$ cat src/rtl/paralelo_serial_tx_if.sv
// Byte-in / bit-out bundle for the parallel-to-serial transmit stage.
interface paralelo_serial_tx_if;
  logic [7:0] data_in;
  logic       valid_in;
  logic       ready;
  logic       data_out;
  logic       load_strobe;
  logic [1:0] sym_type;

  modport master (
    output data_in, valid_in,
    input  ready, data_out, load_strobe, sym_type
  );

  modport slave (
    input  data_in, valid_in,
    output ready, data_out, load_strobe, sym_type
  );
endinterface

$ cat src/rtl/paralelo_serial_tx.sv
// Parallel-to-serial TX: COM burst after reset, then DATA/IDL bytes MSB-first.
// Optional PARALELO_SERIAL_TX_STATS_EN adds a 16-bit accepted-byte counter.
module paralelo_serial_tx #(
  parameter logic [7:0] COM_SYMBOL = 8'hBC,
  parameter logic [7:0] IDL_SYMBOL = 8'h7C,
  parameter int unsigned COM_COUNT = 4
) (
  input  logic clk_32f,
  input  logic reset,
`ifdef PARALELO_SERIAL_TX_STATS_EN
  paralelo_serial_tx_if.slave bus,
  output logic [15:0] tx_bytes
`else
  paralelo_serial_tx_if.slave bus
`endif
);

  typedef enum logic {
    SYNC,
    RUN
  } state_t;

  localparam logic [1:0] T_COM  = 2'b00;
  localparam logic [1:0] T_IDL  = 2'b01;
  localparam logic [1:0] T_DATA = 2'b10;
  localparam logic [3:0] COM_LAST = 4'(COM_COUNT - 1);

  state_t     state;
  logic [2:0] bit_cnt;
  logic [7:0] sreg;
  logic [3:0] com_cnt;
  logic       load_strobe;
  logic [1:0] sym_type;
  logic       load;
  logic       ready;

  assign load  = (bit_cnt == 3'd7);
  assign ready = (state == RUN) && load;

  assign bus.ready       = ready;
  assign bus.data_out    = sreg[7];
  assign bus.load_strobe = load_strobe;
  assign bus.sym_type    = sym_type;

  always_ff @(posedge clk_32f or negedge reset) begin
    if (!reset) begin
      state       <= SYNC;
      bit_cnt     <= 3'd7;
      sreg        <= 8'h00;
      com_cnt     <= 4'd0;
      load_strobe <= 1'b0;
      sym_type    <= T_COM;
    end else begin
      bit_cnt     <= bit_cnt + 3'd1;
      load_strobe <= load;
      if (load) begin
        unique case (state)
          SYNC: begin
            sreg     <= COM_SYMBOL;
            sym_type <= T_COM;
            com_cnt  <= com_cnt + 4'd1;
            if (com_cnt == COM_LAST)
              state <= RUN;
          end
          RUN: begin
            if (bus.valid_in) begin
              sreg     <= bus.data_in;
              sym_type <= T_DATA;
            end else begin
              sreg     <= IDL_SYMBOL;
              sym_type <= T_IDL;
            end
          end
        endcase
      end else begin
        sreg <= {sreg[6:0], 1'b0};
      end
    end
  end

`ifdef PARALELO_SERIAL_TX_STATS_EN
  always_ff @(posedge clk_32f or negedge reset) begin
    if (!reset)
      tx_bytes <= 16'd0;
    else if (ready && bus.valid_in)
      tx_bytes <= tx_bytes + 16'd1;
  end
`endif

endmodule

$ cat src/flat_wrapper.sv
// flat-port wrapper written by rule: the top's interface ports become plain ports
module paralelo_serial_tx_flat 
#(
  parameter logic [7:0] COM_SYMBOL = 8'hBC,
  parameter logic [7:0] IDL_SYMBOL = 8'h7C,
  parameter int unsigned COM_COUNT = 4
)
  (clk_32f, reset, bus_data_in, bus_valid_in, bus_ready, bus_data_out, bus_load_strobe, bus_sym_type);
  paralelo_serial_tx_if bus_i ();
  input  logic clk_32f;
  input  logic reset;
  input wire logic [$bits(bus_i.data_in)-1:0] bus_data_in;
  input wire logic [$bits(bus_i.valid_in)-1:0] bus_valid_in;
  output wire logic [$bits(bus_i.ready)-1:0] bus_ready;
  output wire logic [$bits(bus_i.data_out)-1:0] bus_data_out;
  output wire logic [$bits(bus_i.load_strobe)-1:0] bus_load_strobe;
  output wire logic [$bits(bus_i.sym_type)-1:0] bus_sym_type;
  assign bus_i.data_in = bus_data_in;
  assign bus_i.valid_in = bus_valid_in;
  assign bus_ready = bus_i.ready;
  assign bus_data_out = bus_i.data_out;
  assign bus_load_strobe = bus_i.load_strobe;
  assign bus_sym_type = bus_i.sym_type;
  paralelo_serial_tx #(.COM_SYMBOL(COM_SYMBOL), .IDL_SYMBOL(IDL_SYMBOL), .COM_COUNT(COM_COUNT)) u_core (.clk_32f(clk_32f), .reset(reset), .bus(bus_i));
endmodule
$ cat config.mk
export PLATFORM = sky130hd
export DESIGN_NAME = paralelo_serial_tx_flat
export DESIGN_NICKNAME = d
export VERILOG_FILES = /design/src/rtl/paralelo_serial_tx_if.sv /design/src/rtl/paralelo_serial_tx.sv /design/src/flat_wrapper.sv
export SDC_FILE = /design/constraint.sdc
export NUM_CORES = 1
export LEC_CHECK = 0
export CAP_MARGIN = 5
export CORE_MARGIN = 5
export CORE_UTILIZATION = 46
export CTS_BUF_LIST = sky130_fd_sc_hd__clkbuf_2
export CTS_CLUSTER_SIZE = 8
export DETAILED_ROUTE_END_ITERATION = 10
export GPL_ROUTABILITY_DRIVEN = 0
export PLACE_DENSITY = 0.76
export SLEW_MARGIN = 25
export SYNTH_ARGS = -nofsm -noshare
export SYNTH_HDL_FRONTEND = slang
export SYNTH_SLANG_ARGS = --single-unit
$ cat constraint.sdc
create_clock -name clk_32f -period 1.7 [get_ports clk_32f]
set_clock_uncertainty 0.15 [all_clocks]
set_input_delay 0.17 -clock clk_32f [delete_from_list [all_inputs] [get_ports clk_32f]]
set_output_delay 0.17 -clock clk_32f [all_outputs]
set_load 0.01 [all_outputs]
==> results of run 1 <==
-- repair_timing --
item / CTS / global route
setup endpoints to repair: 3 / 4
pin swaps: 3 / 0
buffers inserted: 2 / 0
gates resized for setup: 11 / 1
-- placed cells by master, fill, tap and decap left out, types with 2 or more instances in the layout --
cell             netlist  final
dfrtp_1               16     16
buf_4                  2      6
a21oi_1                4      3
dfstp_2                3      3
ha_1                   4      2
nor2_1                11     11
nand2_1                5      5
xnor2_1                2      2
clkbuf_2               0      4
a31o_2                 2      2
clkdlybuf4s50_1        0     14
inv_1                  5      5
o21ai_0                2      2
ha_4                   0      2
buf_6                  0      2
-- cells by family (layout without fill, tap and decap cells) --
| logic type | after synthesis | count (layout) |
|---|---|---|
| flip-flops | 19 | 19 |
| multiplexers | 1 | 1 |
| XOR/XNOR | 3 | 3 |
| AO/OA/AOI/OAI | 11 | 11 |
| buffers and inverters | 7 | 31 |
| AND/OR/NAND/NOR | 21 | 21 |
| adder cells (fa/ha/maj) | 4 | 4 |
-- final cells by class --
cell class              instances  area (um2)
inverters                       5        18.8
repair buffers                 22         208
clock buffers                   4        20.0
well taps                      16        20.0
multi-input cells              40         288
fillers                       120         508
flip-flops and latches         19         479
-- stage by stage --
stage               setup TNS (ns)  hold slack [ns]  power (uW)  utilization (%)  area [um2]
detailed placement          -0.198            0.276         534             62.5         963
global route                -0.173           0.0309         749             67.0        1030
CTS                       -0.00569           0.0161         724             66.8        1030
finish                           0           0.0166         716             67.0        1030
floorplan                        0           -0.276         489                -         771
global placement            -0.107            0.277         532             62.5         963
-- worst max-delay path by stage --
| stage | startpoint | end | slack [ns] | depth (start not counted) |
|---|---|---|---|---|
| floorplan | u_core.bit_cnt[0] | u_core.com_cnt[1] | 0.10 | 4 |
| global placement | u_core.bit_cnt[0] | bus_ready | -0.1 | 4 |
| detailed placement | u_core.bit_cnt[0] | bus_ready | -0.12 | 4 |
| CTS | u_core.bit_cnt[0] | bus_ready | -0.006 | 4 |
| global route | u_core.bit_cnt[0] | u_core.com_cnt[3] | -0.07 | 6 |
| finish | u_core.bit_cnt[1] | bus_ready | 0.008 | 4 |
-- registers in the layout, summed over array words and instances (netlist names) --
signal,flops
u_core.bit_cnt,3
u_core.bus.load_strobe,1
u_core.bus.sym_type,2
u_core.com_cnt,4
u_core.sreg,8
u_core.state,1
-- per-layer routing --
metal	vias to the layer above	GRT usage (%)
li1	263	-
met5	-	0
met3	7	2.62
met4	0	6.38
met1	252	14.5
met2	18	21.9
-- power groups by stage --
stage / logic (uW) / clock network, uW / registers (uW)
2_1_floorplan: 13.2 / 0 / 476
3_3_place_gp: 58.0 / 0 / 474
3_5_place_dp: 59.3 / 0 / 475
4_1_cts: 59.6 / 197 / 467
5_1_grt: 65.5 / 215 / 468
6_report: 59.6 / 189 / 467
==> run metrics, run 1 <==
First-pass DRT Iterations 4; Arr. time, crit path ~1.4 ns; post-synthesis mux area share 1.95%; DRC 0; Slew @ Worst Pin 0.236 ns; DR top layer met4; layout cells sized above 1 25.6%; vias in the first global route between 500 and 600; Seq/Total Area, Yosys 62.2%; fmax 591 MHz; Yosys top cell area share between 50% and 60%; most numerous cell in the Yosys netlist dfrtp_1; switching part of the total 21.8%; total track usage 12.6%; Crit. End Element output port; Setup Crit Path Kind reg2out; Most common cell on crit path ha_4; largest family of logic cells by synthesized area simple AND/OR/NAND/NOR gates; Fin. Hold Viols 0; clock-pin slew on the worst setup and hold paths 0.16 ns; compound-cell area share of the yosys netlist 8.77%; number of buffers and inverters on the critical path 1; Routed met3 length 86 um; Worst VDD drop 0.545 mV; core area 0.00154 mm2; Port Buf Inserts 15; Slew Limit Headroom 84.3%; dpl ws -0.120 ns; CTS buffer count 3; vias 540; Routed Wire Length 1.40 mm; Longest Clk Path Bufs 2; Seq cells post-synth 19; status completed; H-tree levels 1; Worst Path Required ~1.4 ns; top cells by count, synth dfrtp_1, nor2_1, inv_1, nand2_1; crit path max fanout 2; num ports 16; area grow syn2layout 34.1%; final worst slack between 0.008 and 0.009 ns; r2r setup slk 0.008 ns; RSZ-0062 raised after global routing yes; reg2reg end u_core.com_cnt[1]; R2R Path Start u_core.bit_cnt[1]; Met1 Routed Length 573 um; Cell Count Post-Placement 100; cell-internal power between 500 and 600 uW; Yosys cell types 21; iteration-0 DRC count of the detailed router 9; Reg power frac roughly 65%; Tmin final 1.69 ns; P_sw ~160 uW; Die W 50.9 um; num rows 14; Post-synth top flop dfrtp_1; slowest stage cell, crit path dfstp_2; clock share of power a little over a quarter; main area contributors after synthesis dfrtp_1, dfstp_2, ha_1; CTS tree built; root buffer cell clkbuf_2; Post-Syn Area 771 um2; drt wl/cell 13.2 um; post-route insts no fill 106; Final nets 106; remaining antenna violation count 0; CP peak stage delay 0.58 ns; Final Cycle Share 99.5%; Post-Syn Area per Cell 11.7 um2; Post-synth ARST share 100%; Max Slew Vio Count 0; Post-CTS Hold Fix Bufs 0; Die ar. about 0.0026 mm2; initial antenna violation count 0; yosys warns 0; Max-Cap Viols 0; WL met2 just under 700 um; Cells after Synth 66; number of flops mapped to enable cells by yosys 0; Simple-Gate Fraction of Synth Area 12.8%; GRT Residual Overflow 0; Die Ht 50.9 um; Pwr Density a little under 700 mW/mm2; Worst path top cell family by delay flip-flops; Starting Density 50.0%; first-pass GRT wire length 2.46 mm; Post-Synth XOR/XNOR Area 3.41%; clk_lat worst skew ~0.30 ns; CP Cell Sequence ha_4 -> ha_4 -> and2_4 -> buf_6; CP startpoint kind flop; Via density between 5 and 6; Comb power frac 8.3%; Synth Area in Adders 6.49%; Sink Count 19; Static Leak 0.000481 uW; largest net degree at the start of global routing 20; Post-DP HPWL 1.03 mm; area leader, netlist dfrtp_1; synthesized net count 81; worst hold path class in2async; # diodes 0; R2R cell count 5; count of endpoints failing setup in the final report 0
(Power assumes the default switching activity.)
==> run 2, diff against run 1 <==
- CORE_UTILIZATION: 46 -> 51
- PLACE_DENSITY: 0.76 -> 0.8
- SETUP_SLACK_MARGIN: unset -> 0.05
- clock period: 1.7 -> 1.6 ns (I/O delays scaled with it)
==> run 2 against run 1 <==
Net effect: the flow now finishes with violations (negative hold slack, negative setup slack); cell area up 14%; sequential cell count unchanged; total power is 10% higher; die area down 7.9%; global-route usage grew 2.9 points; via count grew 7.2%; worst setup slack worse by 0.12 ns; routed wire length rose by 25%.
==> run metrics, run 2 (synthesis gave the netlist of run 1 again) <==
met1 Use GR between 10% and 20%; iteration-0 DRC count of the detailed router 9; First-pass DRT Iterations 4; failing checks negative hold slack, negative setup slack; status complete, but fails checks; DRC 0; register area 479 um2; CTS buffer count 3; most frequent cells in the layout dfrtp_1, clkdlybuf4s50_1, nor2_1, buf_4, inv_1; number of buffers and inverters on the critical path 1; Starting Density ~52%; Slew @ Worst Pin 0.240 ns; Hold WS -0.00777 ns; GRT Residual Overflow 0; layout cells sized above 1 41.7%; Post-DP HPWL 1.00 mm; vias 579; Max Slew Vio Count 0; first-pass GRT wire length 2.89 mm; Static Leak 0.000582 uW; Most flops, register u_core.sreg; count of endpoints failing setup in the final report 5; Setup TNS Final -0.290 ns; drt wl/cell roughly 16 um; core area between 0.001 and 0.0015 mm2; CP startpoint kind flop; Longest Clk Path Bufs 2; Sink Count 19; Setup Crit Path Kind reg2reg; final worst slack -0.112 ns; dpl ws -0.180 ns; Cell Count Post-Placement 102; post-route insts no fill 112; Fin. Hold Viols 14; Via density 5.17; worst hold path class in2async; Area after DPL 0.00100 mm2; Final nets about 110; Die Ht 48.9 um; Most Used Layer, Global Route met2; CP Cell Sequence ha_4 -> ha_4 -> buf_6 -> nor2b_4 -> mux2_4; Slew Limit Headroom 84.0%; clock-pin slew on the worst setup and hold paths 0.18 ns; slowest stage cell, crit path dfstp_2; Arr. time, crit path 1.79 ns; root buffer cell clkbuf_2; Most common cell on crit path ha_4; # diodes 0; Worst path top cell family by delay flip-flops; most common cell after layout, fill and taps aside dfrtp_1; Routed Wire Length 1.76 mm; met2 Use GR 26.3%; clk_lat worst skew 0.32 ns; Post-CTS Hold Fix Bufs 0; Fillers 90; Max-Cap Viols 0; Worst Path Required about 1.7 ns; num rows 14; CTS tree built; Worst VDD drop about 0.54 mV; Die ar. 0.00239 mm2; Port Buf Inserts 15; crit path max fanout 4; total track usage 15.5%; post-route cell area 0.00118 mm2; Die W 48.9 um; Tmin final 1.71 ns; met3 usage 4.59%; Largest regs u_core.sreg x8, u_core.com_cnt x4, u_core.bit_cnt x3; H-tree levels 1; initial antenna violation count 0; Pwr Density around 670 mW/mm2; Crit. End Element flop; RSZ-0062 raised after global routing yes; max reg flops 8; largest net degree at the start of global routing 20; Final Cycle Share 107%; area grow syn2layout 52.8%; remaining antenna violation count 0; CP peak stage delay 0.59 ns; multi-input logic area 353 um2; vias in the first global route between 600 and 700; fmax 584 MHz; num ports 16
run 2: power by group:
| part | internal [uW] | total [uW] | switching [uW] | leakage, uW |
|---|---|---|---|---|
| Sequential | 492 | 499 | 6.37 | 0.000219 |
| Combinational | 40.3 | 71.9 | 31.7 | 0.000346 |
| Clock | 66.2 | 217 | 151 | 0.0000166 |
| Total | 599 | 788 | 189 | 0.000582 |
run 2: layout make-up:
| class | count | share of cell area [%] |
|---|---|---|
| Sequential cell | 19 | 40.7 |
| Multi-Input combinational cell | 40 | 30.0 |
| Timing Repair Buffer | 28 | 24.3 |
| Clock buffer | 4 | 1.70 |
| Tap cell | 16 | 1.70 |
| Inverter | 5 | 1.59 |
run 2: what timing repair did:
item / 4_1_cts / 5_1_grt
pin swaps: 8 / 2
endpoints found under the setup margin: 14 / 16
resized for setup: 24 / 11
setup buffers: 6 / 1
run 2: worst paths after layout:
kind | from | endpoint | slack (ns) | cells past startpoint
worst max-delay path | u_core.bit_cnt[0] | u_core.com_cnt[1] | -0.11 | 5
worst min register to register | u_core.bit_cnt[0] | u_core.bit_cnt[0] | 0.33 | 1
worst max register to register | u_core.bit_cnt[0] | u_core.com_cnt[1] | -0.11 | 5
worst min-delay path | reset | u_core.sreg[2] | -0.008 | 2
min in group clk_32f | bus_data_in[0] | u_core.sreg[0] | 0.18 | 3
max in group asynchronous | reset | u_core.bit_cnt[0] | 1.04 | 2
run 2: through the flow:
step	power [uW]	utilization (%)
CTS	785	77.6
finish	788	80.0
global placement	566	68.2
global route	822	80.0
floorplan	520	-
detailed placement	568	68.2
run 2: per-layer routing:
layer	wire, um	vias up
met4	59	0
met5	0	-
met2	900	20
met3	92	9
met1	704	273
li1	-	277
